**src/rtl/wasm_frame_alloc_if.sv**
```systemverilog
// -----------------------------------------------------------------------------
// wasm_frame_pkg / wasm_frame_alloc_if
//
// Purpose:
//   Shared types and the bundled bus for the WebAssembly call-frame allocator.
//   The package holds the value-type encoding and the operand-stack entry
//   layout. The interface groups every non-clock/reset signal of the allocator.
//
// Port summary (interface signals):
//   call_valid/call_ready, call_param_count, call_local_count : frame entry
//   ret_valid/ret_ready                                       : frame exit
//   type_idx -> type_in                                       : declared-type lookup
//   pop_req/pop_ack/pop_data                                  : operand-stack pops
//   wr_en, wr_base_idx, wr_local_idx, wr_data                 : locals-store writes
//   frame_base, frame_depth, done, err, type_err              : status
//
// Modports:
//   master : the environment (caller, operand stack, type table)
//   slave  : the allocator
// -----------------------------------------------------------------------------
package wasm_frame_pkg;

  localparam int LOCAL_COUNT      = 16;
  localparam int CALL_STACK_DEPTH = 8;

  typedef enum logic [1:0] {
    I32 = 2'd0,
    I64 = 2'd1,
    F32 = 2'd2,
    F64 = 2'd3
  } valtype_t;

  typedef struct packed {
    valtype_t    vtype;
    logic [63:0] value;
  } stack_entry_t;

endpackage

interface wasm_frame_alloc_if;
  import wasm_frame_pkg::*;

  logic         call_valid;
  logic         call_ready;
  logic [7:0]   call_param_count;
  logic [7:0]   call_local_count;

  logic [4:0]   type_idx;
  valtype_t     type_in;

  logic         pop_req;
  logic         pop_ack;
  stack_entry_t pop_data;

  logic         wr_en;
  logic [15:0]  wr_base_idx;
  logic [7:0]   wr_local_idx;
  stack_entry_t wr_data;

  logic         ret_valid;
  logic         ret_ready;
  logic [15:0]  frame_base;
  logic [7:0]   frame_depth;
  logic         done;
  logic         err;
  logic         type_err;

  modport master (
    output call_valid, call_param_count, call_local_count,
    output type_in,
    output pop_ack, pop_data,
    output ret_valid,
    input  call_ready, type_idx, pop_req,
    input  wr_en, wr_base_idx, wr_local_idx, wr_data,
    input  ret_ready, frame_base, frame_depth, done, err, type_err
  );

  modport slave (
    input  call_valid, call_param_count, call_local_count,
    input  type_in,
    input  pop_ack, pop_data,
    input  ret_valid,
    output call_ready, type_idx, pop_req,
    output wr_en, wr_base_idx, wr_local_idx, wr_data,
    output ret_ready, frame_base, frame_depth, done, err, type_err
  );

endinterface

```
**src/rtl/wasm_frame_alloc.sv**
```systemverilog
// -----------------------------------------------------------------------------
// wasm_frame_alloc
//
// Purpose:
//   Allocates a call frame in a flat locals store on function entry. Parameters
//   are popped from the operand stack (last parameter first) and written into
//   the new frame; the remaining locals are zero-filled with their declared
//   type. On return the previous frame is restored from an internal base stack.
//
// Ports:
//   clk  : clock
//   rst  : synchronous, active-high reset
//   bus  : wasm_frame_alloc_if.slave (call/ret handshakes, type lookup,
//          operand-stack pops, locals-store write port, status)
//
// Parameters:
//   MAX_LOCALS : total local slots in the locals store
//   MAX_DEPTH  : maximum nested frames
//   MAX_FRAME  : maximum locals (params included) per frame
//
// Configuration:
//   WASM_FRAME_TYPECHECK_EN : when defined, each popped parameter is compared
//   against its declared type and type_err pulses on a mismatch. When
//   undefined, type_err is tied low.
// -----------------------------------------------------------------------------
module wasm_frame_alloc
  import wasm_frame_pkg::*;
#(
  parameter int MAX_LOCALS = LOCAL_COUNT * CALL_STACK_DEPTH,
  parameter int MAX_DEPTH  = CALL_STACK_DEPTH,
  parameter int MAX_FRAME  = 32
) (
  input logic               clk,
  input logic               rst,
  wasm_frame_alloc_if.slave bus
);

  localparam int          SW           = (MAX_DEPTH > 1) ? $clog2(MAX_DEPTH) : 1;
  localparam logic [16:0] MAX_LOCALS_W = 17'(MAX_LOCALS);
  localparam logic [7:0]  MAX_DEPTH_W  = 8'(MAX_DEPTH);
  localparam logic [7:0]  MAX_FRAME_W  = 8'(MAX_FRAME);

  typedef enum logic [1:0] {
    IDLE,
    POP_PARAM,
    ZERO_FILL,
    FINISH
  } state_t;

  state_t       state_q, state_d;
  logic [7:0]   idx_q, idx_d;
  logic [7:0]   param_cnt_q, param_cnt_d;
  logic [7:0]   local_cnt_q, local_cnt_d;
  logic [15:0]  frame_base_q, frame_base_d;
  logic [15:0]  free_base_q, free_base_d;
  logic [7:0]   depth_q, depth_d;
  logic [15:0]  base_stack_q [MAX_DEPTH];
  logic [15:0]  base_stack_d [MAX_DEPTH];
  logic         err_q, err_d;

  logic         call_ready_c;
  logic         ret_ready_c;
  logic         pop_req_c;
  logic         wr_en_c;
  logic [15:0]  wr_base_c;
  logic [7:0]   wr_idx_c;
  stack_entry_t wr_data_c;
  logic [4:0]   type_idx_c;
  logic         done_c;

  logic [16:0]  call_sum;
  logic         call_bad;
  logic [SW-1:0] push_slot;
  logic [SW-1:0] pop_slot;

  // Widened sum so a frame near the top of the store cannot wrap past the limit.
  assign call_sum = {1'b0, free_base_q} + {9'b0, bus.call_local_count};

  assign call_bad = (call_sum > MAX_LOCALS_W)
                 || (depth_q == MAX_DEPTH_W)
                 || (bus.call_local_count > MAX_FRAME_W)
                 || (bus.call_param_count > bus.call_local_count);

  assign push_slot = depth_q[SW-1:0];
  assign pop_slot  = SW'(depth_q - 8'd1);

  always_comb begin
    state_d      = state_q;
    idx_d        = idx_q;
    param_cnt_d  = param_cnt_q;
    local_cnt_d  = local_cnt_q;
    frame_base_d = frame_base_q;
    free_base_d  = free_base_q;
    depth_d      = depth_q;
    base_stack_d = base_stack_q;
    err_d        = 1'b0;

    call_ready_c = (state_q == IDLE) && !bus.ret_valid;
    ret_ready_c  = (state_q == IDLE);
    pop_req_c    = 1'b0;
    wr_en_c      = 1'b0;
    wr_base_c    = 16'd0;
    wr_idx_c     = 8'd0;
    wr_data_c    = '0;
    type_idx_c   = 5'd0;
    done_c       = 1'b0;

    case (state_q)
      IDLE: begin
        // A return wins over a call presented in the same cycle.
        if (bus.ret_valid) begin
          if (depth_q == 8'd0) begin
            err_d = 1'b1;
          end else begin
            free_base_d  = frame_base_q;
            frame_base_d = base_stack_q[pop_slot];
            depth_d      = depth_q - 8'd1;
          end
        end else if (bus.call_valid) begin
          if (call_bad) begin
            err_d = 1'b1;
          end else begin
            base_stack_d[push_slot] = frame_base_q;
            frame_base_d = free_base_q;
            free_base_d  = call_sum[15:0];
            depth_d      = depth_q + 8'd1;
            param_cnt_d  = bus.call_param_count;
            local_cnt_d  = bus.call_local_count;
            // Parameters come off the stack last-first, so start at the top index.
            if (bus.call_param_count != 8'd0) begin
              idx_d   = bus.call_param_count - 8'd1;
              state_d = POP_PARAM;
            end else if (bus.call_local_count != 8'd0) begin
              idx_d   = 8'd0;
              state_d = ZERO_FILL;
            end else begin
              state_d = FINISH;
            end
          end
        end
      end

      POP_PARAM: begin
        pop_req_c  = 1'b1;
        type_idx_c = idx_q[4:0];
        if (bus.pop_ack) begin
          wr_en_c   = 1'b1;
          wr_base_c = frame_base_q;
          wr_idx_c  = idx_q;
          wr_data_c = bus.pop_data;
          if (idx_q == 8'd0) begin
            if (local_cnt_q > param_cnt_q) begin
              idx_d   = param_cnt_q;
              state_d = ZERO_FILL;
            end else begin
              state_d = FINISH;
            end
          end else begin
            idx_d = idx_q - 8'd1;
          end
        end
      end

      ZERO_FILL: begin
        type_idx_c      = idx_q[4:0];
        wr_en_c         = 1'b1;
        wr_base_c       = frame_base_q;
        wr_idx_c        = idx_q;
        wr_data_c.vtype = bus.type_in;
        wr_data_c.value = 64'd0;
        if (idx_q == local_cnt_q - 8'd1) begin
          state_d = FINISH;
        end else begin
          idx_d = idx_q + 8'd1;
        end
      end

      FINISH: begin
        done_c  = 1'b1;
        state_d = IDLE;
      end

      default: state_d = IDLE;
    endcase

    // While reset is held the outputs already show their reset values, so a
    // setup interrupted by reset issues no further pops or writes.
    if (rst) begin
      call_ready_c = 1'b0;
      ret_ready_c  = 1'b0;
      pop_req_c    = 1'b0;
      wr_en_c      = 1'b0;
      wr_base_c    = 16'd0;
      wr_idx_c     = 8'd0;
      wr_data_c    = '0;
      type_idx_c   = 5'd0;
      done_c       = 1'b0;
    end
  end

  always_ff @(posedge clk) begin
    if (rst) begin
      state_q      <= IDLE;
      idx_q        <= 8'd0;
      param_cnt_q  <= 8'd0;
      local_cnt_q  <= 8'd0;
      frame_base_q <= 16'd0;
      free_base_q  <= 16'd0;
      depth_q      <= 8'd0;
      err_q        <= 1'b0;
      for (int i = 0; i < MAX_DEPTH; i++) begin
        base_stack_q[i] <= 16'd0;
      end
    end else begin
      state_q      <= state_d;
      idx_q        <= idx_d;
      param_cnt_q  <= param_cnt_d;
      local_cnt_q  <= local_cnt_d;
      frame_base_q <= frame_base_d;
      free_base_q  <= free_base_d;
      depth_q      <= depth_d;
      err_q        <= err_d;
      base_stack_q <= base_stack_d;
    end
  end

  assign bus.call_ready   = call_ready_c;
  assign bus.ret_ready    = ret_ready_c;
  assign bus.pop_req      = pop_req_c;
  assign bus.wr_en        = wr_en_c;
  assign bus.wr_base_idx  = wr_base_c;
  assign bus.wr_local_idx = wr_idx_c;
  assign bus.wr_data      = wr_data_c;
  assign bus.type_idx     = type_idx_c;
  assign bus.done         = done_c;
  assign bus.err          = err_q && !rst;
  assign bus.frame_base   = frame_base_q;
  assign bus.frame_depth  = depth_q;

`ifdef WASM_FRAME_TYPECHECK_EN
  logic type_err_q, type_err_d;

  // type_in reflects the declared type of idx_q here, since type_idx follows idx.
  always_comb begin
    type_err_d = (state_q == POP_PARAM) && bus.pop_ack
              && (bus.pop_data.vtype != bus.type_in);
  end

  always_ff @(posedge clk) begin
    if (rst) begin
      type_err_q <= 1'b0;
    end else begin
      type_err_q <= type_err_d;
    end
  end

  assign bus.type_err = type_err_q && !rst;
`else
  assign bus.type_err = 1'b0;
`endif

endmodule

```
**src/flat_wrapper.sv**
```systemverilog
// flat-port wrapper written by rule: the top's interface ports become plain ports
module wasm_frame_alloc_flat import wasm_frame_pkg::*;
#(
  parameter int MAX_LOCALS = LOCAL_COUNT * CALL_STACK_DEPTH,
  parameter int MAX_DEPTH  = CALL_STACK_DEPTH,
  parameter int MAX_FRAME  = 32
)
  (clk, rst, bus_call_valid, bus_call_param_count, bus_call_local_count, bus_type_in, bus_pop_ack, bus_pop_data, bus_ret_valid, bus_call_ready, bus_type_idx, bus_pop_req, bus_wr_en, bus_wr_base_idx, bus_wr_local_idx, bus_wr_data, bus_ret_ready, bus_frame_base, bus_frame_depth, bus_done, bus_err, bus_type_err);
  wasm_frame_alloc_if bus_i ();
  input logic clk;
  input logic rst;
  input wire logic [$bits(bus_i.call_valid)-1:0] bus_call_valid;
  input wire logic [$bits(bus_i.call_param_count)-1:0] bus_call_param_count;
  input wire logic [$bits(bus_i.call_local_count)-1:0] bus_call_local_count;
  input wire logic [$bits(bus_i.type_in)-1:0] bus_type_in;
  input wire logic [$bits(bus_i.pop_ack)-1:0] bus_pop_ack;
  input wire logic [$bits(bus_i.pop_data)-1:0] bus_pop_data;
  input wire logic [$bits(bus_i.ret_valid)-1:0] bus_ret_valid;
  output wire logic [$bits(bus_i.call_ready)-1:0] bus_call_ready;
  output wire logic [$bits(bus_i.type_idx)-1:0] bus_type_idx;
  output wire logic [$bits(bus_i.pop_req)-1:0] bus_pop_req;
  output wire logic [$bits(bus_i.wr_en)-1:0] bus_wr_en;
  output wire logic [$bits(bus_i.wr_base_idx)-1:0] bus_wr_base_idx;
  output wire logic [$bits(bus_i.wr_local_idx)-1:0] bus_wr_local_idx;
  output wire logic [$bits(bus_i.wr_data)-1:0] bus_wr_data;
  output wire logic [$bits(bus_i.ret_ready)-1:0] bus_ret_ready;
  output wire logic [$bits(bus_i.frame_base)-1:0] bus_frame_base;
  output wire logic [$bits(bus_i.frame_depth)-1:0] bus_frame_depth;
  output wire logic [$bits(bus_i.done)-1:0] bus_done;
  output wire logic [$bits(bus_i.err)-1:0] bus_err;
  output wire logic [$bits(bus_i.type_err)-1:0] bus_type_err;
  assign bus_i.call_valid = bus_call_valid;
  assign bus_i.call_param_count = bus_call_param_count;
  assign bus_i.call_local_count = bus_call_local_count;
  assign bus_i.type_in = bus_type_in;
  assign bus_i.pop_ack = bus_pop_ack;
  assign bus_i.pop_data = bus_pop_data;
  assign bus_i.ret_valid = bus_ret_valid;
  assign bus_call_ready = bus_i.call_ready;
  assign bus_type_idx = bus_i.type_idx;
  assign bus_pop_req = bus_i.pop_req;
  assign bus_wr_en = bus_i.wr_en;
  assign bus_wr_base_idx = bus_i.wr_base_idx;
  assign bus_wr_local_idx = bus_i.wr_local_idx;
  assign bus_wr_data = bus_i.wr_data;
  assign bus_ret_ready = bus_i.ret_ready;
  assign bus_frame_base = bus_i.frame_base;
  assign bus_frame_depth = bus_i.frame_depth;
  assign bus_done = bus_i.done;
  assign bus_err = bus_i.err;
  assign bus_type_err = bus_i.type_err;
  wasm_frame_alloc #(.MAX_LOCALS(MAX_LOCALS), .MAX_DEPTH(MAX_DEPTH), .MAX_FRAME(MAX_FRAME)) u_core (.clk(clk), .rst(rst), .bus(bus_i));
endmodule
```
**config.mk**
```make
export PLATFORM = sky130hd
export DESIGN_NAME = wasm_frame_alloc_flat
export DESIGN_NICKNAME = d
export VERILOG_FILES = /design/src/rtl/wasm_frame_alloc_if.sv /design/src/rtl/wasm_frame_alloc.sv /design/src/flat_wrapper.sv
export SDC_FILE = /design/constraint.sdc
export NUM_CORES = 1
export LEC_CHECK = 0
export ABC_AREA = 1
export BUFFER_PORTS_ARGS = -buffer_cell sky130_fd_sc_hd__buf_2
export CAP_MARGIN = 20
export CORE_MARGIN = 2
export CORE_UTILIZATION = 30
export CTS_CLUSTER_DIAMETER = 120
export DETAILED_ROUTE_END_ITERATION = 8
export PLACE_DENSITY_LB_ADDON = 0.08
export REMOVE_ABC_BUFFERS = 1
export SYNTH_ARGS = -nofsm -noshare
export SYNTH_HDL_FRONTEND = slang
export SYNTH_SLANG_ARGS = --single-unit
```
**constraint.sdc**
```tcl
create_clock -name clk -period 5.4 [get_ports clk]
set_input_delay 0.81 -clock clk [delete_from_list [all_inputs] [get_ports clk]]
set_output_delay 0.81 -clock clk [all_outputs]
set_load 0.03 [all_outputs]
```
# Word level (Yosys, flattened, before mapping)

Cells that the tools add are included.

Bits of input ports: 89
Register bits: 195
Logic and storage cells: 134
Output and inout bits: 126

Reductions and logical operators: 21
Order comparisons: 7
Equality and inequality tests: 16
Mux-type cells: 62
Bitwise gates (word level): 5
$add $sub $neg: 7

Operator list:

| cell                                                            | count |
|---|---|
| 2-to-1 mux 16 bit                                               | 13 |
| 2-to-1 mux 66 bit                                               | 2 |
| one-hot mux 66 bit (2 select lines)                             | 1 |
| bitwise mux 128 bit                                             | 1 |
| 2-to-1 mux 8 bit                                                | 15 |
| binary-select mux 16 bit (select 3 bit)                         | 1 |
| demux 16 bit (select 3 bit)                                     | 1 |
| one-hot mux 16 bit (2 select lines)                             | 1 |
| subtractor 8 x 1 -> 8 bit (second input constant)               | 4 |
| one-hot mux 8 bit (3 select lines)                              | 1 |
| adder 16 x 8 -> 17 bit                                          | 1 |
| greater-than comparator 17 x 8 -> 1 bit (second input constant) | 1 |
| adder 8 x 1 -> 8 bit (second input constant)                    | 2 |
| greater-than comparator 8 bit                                   | 2 |
| zero test 8 bit                                                 | 2 |
| one-hot mux 8 bit (2 select lines)                              | 1 |
| nonzero test 8 bit                                              | 2 |
| 2-to-1 mux 1 bit                                                | 14 |
| 2-to-1 mux 2 bit                                                | 7 |
| != test 2 bit (second input constant)                           | 7 |
| 2-to-1 mux 5 bit                                                | 2 |
| equality test 8 x 4 -> 1 bit (second input constant)            | 1 |
| equality test 8 bit                                             | 1 |
| >= comparator 4 bit (second input constant)                     | 2 |
| other kinds (20)                                                | 33 |

# Logic depth before layout (Yosys ltp)

Gate-level depths: netlist (run 1).

Depth after elaboration: 9
Gate-level depth with buffers: 21
Depth with buffers taken out: 20

# Least setup slack after synthesis (run 1)

No wires, ideal clock.

Kind: register -> output
From: register u_core.state_q[0]
To: output port bus_wr_base_idx[10]
Data required time: 4.590 ns
Arrival: 2.613 ns
Stages on the path, launching flop included: 11
Slack: 1.977 ns
Buffers on the path: 2
Cells stage by stage: dfxtp_1 -> inv_1 -> ha_1 -> clkbuf_1 -> inv_1 -> nor2_1 -> inv_2 -> a21oi_1 -> inv_1 -> clkbuf_1 -> nor2_1

Longest elaborated chain between the ends: 3
Elaborated cells between the ends (all ways): 4
Classes of those cells: eq/ne (2); mux (2)

RTL lines:

| element                                                             | line                    | RTL |
|---|---|---|
| from (decl)                                                         | wasm_frame_alloc.sv:50  | `state_t state_q, state_d;` |
| from (signal assigned)                                              | wasm_frame_alloc.sv:215 | `state_q <= state_d;` |
| equality test 2 bit or equality test 2 x 1 -> 1 bit (tied branches) | wasm_frame_alloc.sv:108 | `case (state_q)` |
| one-hot mux 16 bit (2 select lines) *                               | wasm_frame_alloc.sv:108 |  |
| 2-to-1 mux 16 bit *                                                 | wasm_frame_alloc.sv:188 | `if (rst) begin` |
| to (decl)                                                           | flat_wrapper.sv:23      | `output wire logic [$bits(bus_i.wr_base_idx)-1:0] bus_wr_base_idx;` |

Every way passes the cells marked *; elsewhere a longest branch is shown, timed or not.

# Worst setup path after layout (run 1)

From: register u_core.state_q[0]
To: output port bus_wr_base_idx[3]

Same word-level chain as after synthesis.

==> flow_summary.toml, run 1 <==
[outcome]
outcome = "complete, no violations"

[global_route]
grt_pass1_wl_mm = 67.73
antenna_found_initial = 0
grt_overflow = 0
grt_pass1_vias = 11867
grt_usage_pct = 19.45
grt_use_met1_pct = 27.81
use_met3_pct = 2.592
grtUsageMet2_pct = 31.49
top_usage_layer = "met2"
grt_max_degree = 123

[pwr]
peakVddDrop_mv = 0.2006
power_density_mw_per_mm2 = 323.4
finalPower_uw = 4693
p_leak_uw = 0.007516

[routing]
ant_nets = 0
drc = 0
wl_mm = 43.20
wl_per_cell_um = 15.35
vias_per_cell = 4.647
drt-pass1-iter-count = 5
vias = 13082
drt_iter0_drc = 845

[die]
rows = 75
ios = 215
die_w_um = 210.1
core_mm2 = 0.04195
die_h_um = 210.1
initial_core_util_pct = 30.37
dieArea_mm2 = 0.04413

[timing]
setup_viol = 0
max_freq_ghz = 0.2576
hold_viol = 0
fin_skew_ps = 16.58
layout_min_cycle_time_ps = 3881
max-slew-margin-rel_pct = 32.46
worst_pin_slew_ps = 1011
rsz0062_at_grt = "false"
finalMaxSlewViolations = 0
period_share_pct = 71.88

[synthesis]
synthFlopType = "dfxtp_1"
yosys.area.top_type = "dfxtp_1"
syn_area_mm2 = 0.01274
ys_warn_count = 0
synth_area_leaders = "dfxtp_1 (31%), nand2_1 (17%), nor2_1 (15%)"
synth_top_area_share_pct = 30.64
seq_area_frac_synth_pct = 30.64
postSynthAreaPerCell_um2 = 5.917
synth_top_family_by_area = "simple AND/OR/NAND/NOR gates"
ys_seq_elements = 195
ys_async_sr_fraction_pct = 0
synth_compound_area_share_pct = 12.29
synth_cell_types = 42
synth-edff-count = 0
synthMuxAreaShare_pct = 0
synthAdderAreaFrac_pct = 3.595
synth-simple-area-share_pct = 38.87
synthCells = 2153
synth_xor_xnor_area_share_pct = 1.552

[min_path]
min_from = "u_core.local_cnt_q[7]$_SDFFE_PP0P_"
hp-class = "reg -> reg"

[clock_network]
cts_buffer_depth = 2
htree_num_levels = 4
post_cts_resized = 0
cts_num_sinks = 195
hold_buffers = 0
clk_pin_slew_ps = 80
cts_tree = "yes"
cts_setup_buffers = 0
cts-root-buf = "clkbuf_16"
cts_made_buffers = 17
clk-insertion-delay-late_ps = 450

[layout]
post-route-util_pct = 34.60
final_cell_mix = "nand2_1 (560), nor2_1 (519), inv_1 (248)"
nFillCells = 4664
area_growth_pct = 13.91
layoutNonFillerInstCount = 2815
diodes = 0
fin_nets = 2388
drive_above_1_share_pct = 12.83
layout_commonest_cell = "nand2_1"

[worst_setup_path]
cp-end-kind = "primary output"
crit_start = "u_core.state_q[0]$_SDFFE_PP0P_"
startpoint_type = "flip-flop"
worstSetupPathType = "reg -> out"
cpMostUsedCell = "inv_1"
worstReg2RegStart = "u_core.bus.frame_depth[1]$_SDFFE_PP0P_"
r2r_slack_ps = 1950
cp.arrival_ps = 3070
critical_path_required_ps = 4590
crit_chain = "inv_1 > ha_1 > inv_1 > nor2_1 > inv_2 > buf_4 > a21oi_1 > inv_1 > buf_4 > nor2_1 > buf_2"
cp_slowest_stage_delay_ps = 520
crit_slowest_cell = "buf_4"
crit_fanout = 72

[flow_run]
max_cap_viol_count = 0

[placement]
dp_hpwl_mm = 28.71
dp.cells = 2783
io_buffers = 213
place_congestion = 0.8544
==> cells by family after synthesis <==
group,Yosys count
and+or+nand+nor,1210
xor gates and xnor gates,21
AOI/OAI and AO/OA,295
DFF,195
buffers and inverters,395
adders and majority gates,36
other,1
==> per-stage QoR <==
stage                     instance area, um2  setup slack, ps  hold slack [ps]  TNS (ps)
final                                  14510             1519            476.1         0
after global routing                   14510             1187            499.3         0
after CTS                              14510             1430            477.3         0
after detailed placement               13900             1256            465.8         0
after global placement                 13900             1388            463.4         0
after floorplan                        12060            -1096            449.5    -27710
==> report_power, final <==
group / switching (uW) / total [uW] / internal, uW
Clock: 644 / 1360 / 715
Combinational: 1110 / 1590 / 472
Sequential: 221 / 1750 / 1530
Total: 1980 / 4690 / 2720
==> final cells by class <==
type                    count  area (um2)  area share (%)
repair buffers            225        1156           7.967
clock inverters            13       166.4           1.147
flip-flops and latches    195        3905           26.91
inverters                 261       984.7           6.786
well taps                 539       674.4           4.647
clock buffers              19       442.9           3.052
multi-input cells        1563        7182           49.49
==> Yosys cell counts (2+ instances only) <==
| cell | count |
|---|---|
| nand2_2 | 6 |
| nand2_1 | 562 |
| o32ai_1 | 2 |
| a211oi_1 | 12 |
| nor4_1 | 4 |
| nor2_2 | 4 |
| nor2_1 | 519 |
| clkbuf_1 | 82 |
| inv_1 | 249 |
| nand3_1 | 68 |
| nand3_2 | 3 |
| clkinv_1 | 5 |
| buf_2 | 15 |
| a31oi_1 | 4 |
| ha_1 | 35 |
| buf_1 | 14 |
| nand3_4 | 2 |
| o21ai_0 | 101 |
| nand4_4 | 8 |
| dfxtp_1 | 195 |
| inv_2 | 7 |
| xor2_1 | 10 |
| a21oi_1 | 160 |
| xnor2_1 | 10 |
| nor3_1 | 12 |
| or2_1 | 2 |
| a311oi_1 | 4 |
| nand3b_1 | 12 |
| buf_4 | 4 |
| o31ai_1 | 5 |
| a22oi_1 | 2 |
| buf_6 | 19 |
| nand4_1 | 6 |
| o211ai_1 | 2 |
==> routing by layer <==
layer | share of wire [%] | vias up
li1 | - | 6829
met4 | 0.77 | 0
met5 | 0 | -
met3 | 3.3 | 15
met2 | 45 | 210
met1 | 51 | 6028
==> worst paths after layout <==
check | end | cells past startpoint
min | u_core.local_cnt_q[7]$_SDFFE_PP0P_ | 2
max reg2reg | u_core.free_base_q[6]$_SDFFE_PP0P_ | 17
max | bus_wr_base_idx[3] | 11
min reg2reg | u_core.local_cnt_q[7]$_SDFFE_PP0P_ | 2
==> critical path: cells and delay by family (launching register included) <==
| family | cells | cell delay (ps) |
|---|---|---|
| buf+inv | 7 | 1490 |
| fa+ha+maj | 1 | 430 |
| flops | 1 | 410 |
| simple gates | 2 | 150 |
| compound gates | 1 | 120 |
==> flip-flops by register name (all words and copies together), names as in the netlist <==
signal,flops
u_core.base_stack_q,128
u_core.bus.frame_base,16
u_core.free_base_q,16
u_core.bus.frame_depth,8
u_core.idx_q,8
u_core.local_cnt_q,8
u_core.param_cnt_q,8
u_core.state_q,2
u_core.err_q,1
Note: power is estimated with default switching activity, not from simulation.
==> run 2: changes to the inputs <==
clock period = 3.19 ns   (was 5.4 ns; I/O delays follow)
==> flow_summary.toml, run 2 (synthesis results as in run 1) <==
[outcome]
outcome = "complete, no violations"

[clock_network]
cts-root-buf = "clkbuf_16"
htree_num_levels = 4
cts_num_sinks = 195
clk_pin_slew_ps = 70
cts_made_buffers = 17
cts_buffer_depth = 2
cts_tree = "yes"
clk-insertion-delay-late_ps = 450
hold_buffers = 0

[pwr]
power_switching_uw = 3302
switching_share_pct = 40.46
seqPwrFrac_pct = 35.2
p_int_uw = 4859
p_leak_uw = 0.007813
power_density_mw_per_mm2 = 541.8
p_clk_share_pct = 28.5
peakVddDrop_mv = 0.3932
combPwrFrac_pct = 36.4

[global_route]
grt_pass1_vias = 12141
grt_usage_pct = 19.73
grt_overflow = 0
antenna_found_initial = 1
grt_max_degree = 81
grt_pass1_wl_mm = 68.34

[layout]
area_growth_pct = 18.24
layout_commonest_cell = "nand2_1"
fin_nets = 2433
top_register = "u_core.base_stack_q"
drive_above_1_share_pct = 14.44
largest_register_ffs = 128
stdcell_area_mm2 = 0.01506
final_cell_mix = "nand2_1 (560), nor2_1 (519), inv_1 (248)"

[worst_setup_path]
crit_slowest_cell = "buf_4"
crit_fanout = 71
startpoint_type = "flip-flop"
critical_path_required_ps = 2710
worstSetupPathType = "reg -> out"
cp-end-kind = "primary output"
cp.arrival_ps = 2480
worst_r2r_path_depth = 17
rr_endpoint = "u_core.bus.frame_depth[2]$_SDFFE_PP0P_"
worstReg2RegStart = "u_core.free_base_q[0]$_SDFFE_PP0P_"
r2r_slack_ps = 330
cp_slowest_stage_delay_ps = 510
crit_chain = "inv_1 > ha_4 > inv_1 > nor2_1 > inv_2 > buf_4 > nor2_1 > buf_2"

[die]
ios = 215
rows = 75
initial_core_util_pct = 30.37
dieArea_mm2 = 0.04413
core_mm2 = 0.04195
die_h_um = 210.1
die_w_um = 210.1

[routing]
wl_mm = 43.58
drc = 0
drt-pass1-iter-count = 5
ant_nets = 0
drt_iter0_drc = 962
vias_per_cell = 4.613
wl_per_cell_um = 15.24
vias = 13192

[placement]
io_buffers = 213
place_congestion = 0.8649
placed_area_mm2 = 0.01444
dp_hpwl_mm = 29.81
place_ws_ps = 20.90

[min_path]
hold_depth = 3
min_from = "bus_call_param_count[0]"
hp-class = "in -> reg"
hold_path_end = "u_core.param_cnt_q[0]$_SDFFE_PP0P_"

[timing]
worst_slack_ps = 234.5
max-slew-margin-rel_pct = 39.73
worst_pin_slew_ps = 904.0
rsz0062_at_grt = "false"
fin_skew_ps = 10.73
finalMaxSlewViolations = 0
max_freq_ghz = 0.3384
setup_viol = 0
layout_min_cycle_time_ps = 2955
period_share_pct = 92.65
hold_viol = 0

[flow_run]
max_cap_viol_count = 0
[run 2: changes by cell type in the layout (fill, tap and decap cells not counted), sizes merged]
cell	change
clkbuf	+2
inv	-6
bufinv	+2
clkinv	-1
diode	+1
buf	+45
clkinvlp	+2
[run 2: area by class of cell]
cell class | count | area [um2]
repair buffers | 270 | 1694
inverters | 261 | 984.7
clock inverters | 10 | 157.7
clock buffers | 21 | 450.4
diodes | 1 | 2.502
fillers | 4611 | 26880
flip-flops and latches | 195 | 3905
well taps | 539 | 674.4
multi-input cells | 1563 | 7194
[run 2: worst max path at each step]
stage	from	end	slack (ps)
finish	u_core.state_q[0]$_SDFFE_PP0P_	bus_wr_data[24]	230
global route	u_core.state_q[1]$_SDFFE_PP0P_	bus_wr_data[10]	30
CTS	u_core.state_q[0]$_SDFFE_PP0P_	bus_wr_data[24]	60
detailed placement	bus_call_local_count[0]	u_core.free_base_q[10]$_SDFFE_PP0P_	20
global placement	bus_call_local_count[0]	u_core.idx_q[1]$_SDFFE_PP0P_	30
floorplan	u_core.bus.frame_depth[0]$_SDFFE_PP0P_	u_core.free_base_q[0]$_SDFFE_PP0P_	-3310
[run 2: layer usage]
layer	vias to the layer above	GRT usage, %	routed length (um)
met5	-	0	0
met4	0	4.255	381
met3	22	2.131	1551
met2	228	32.91	20170
met1	6025	27.44	21470
li1	6917	-	-
[run 2: critical path: cells and delay by family, from the launching register on]
family	cells	cell delay [ps]
adders and majority gates	1	290
DFF	1	390
and+or+nand+nor	2	240
buffers and inverters	5	1060
[run 2: stage by stage]
stage / power [uW] / hold WS (ps) / setup TNS [ps] / util (%) / std cells
final: 8161 / 326.6 / 0 / 35.91 / 2860
after global routing: 8702 / 328.4 / 0 / 35.91 / 2860
after CTS: 8255 / 300.5 / 0 / 35.87 / 2859
after detailed placement: 5912 / 483.1 / 0 / 34.43 / 2828
after global placement: 5901 / 474.1 / 0 / 34.43 / 2828
after floorplan: 4704 / 449.5 / -454160 / - / 2019
[run 2: timing repair]
item                       in CTS  in global routing
setup endpoints to repair       0                 85
setup buffers                   0                  0
gates resized for setup         0                  2
[run 2: power by group through the flow]
stage / registers, uW / clock network, uW / logic [uW]
2_1_floorplan: 3070 / 0 / 1630
3_3_place_gp: 2930 / 0 / 2970
3_5_place_dp: 2930 / 0 / 2980
4_1_cts: 2880 / 2390 / 2990
5_1_grt: 2910 / 2470 / 3320
6_report: 2870 / 2320 / 2970
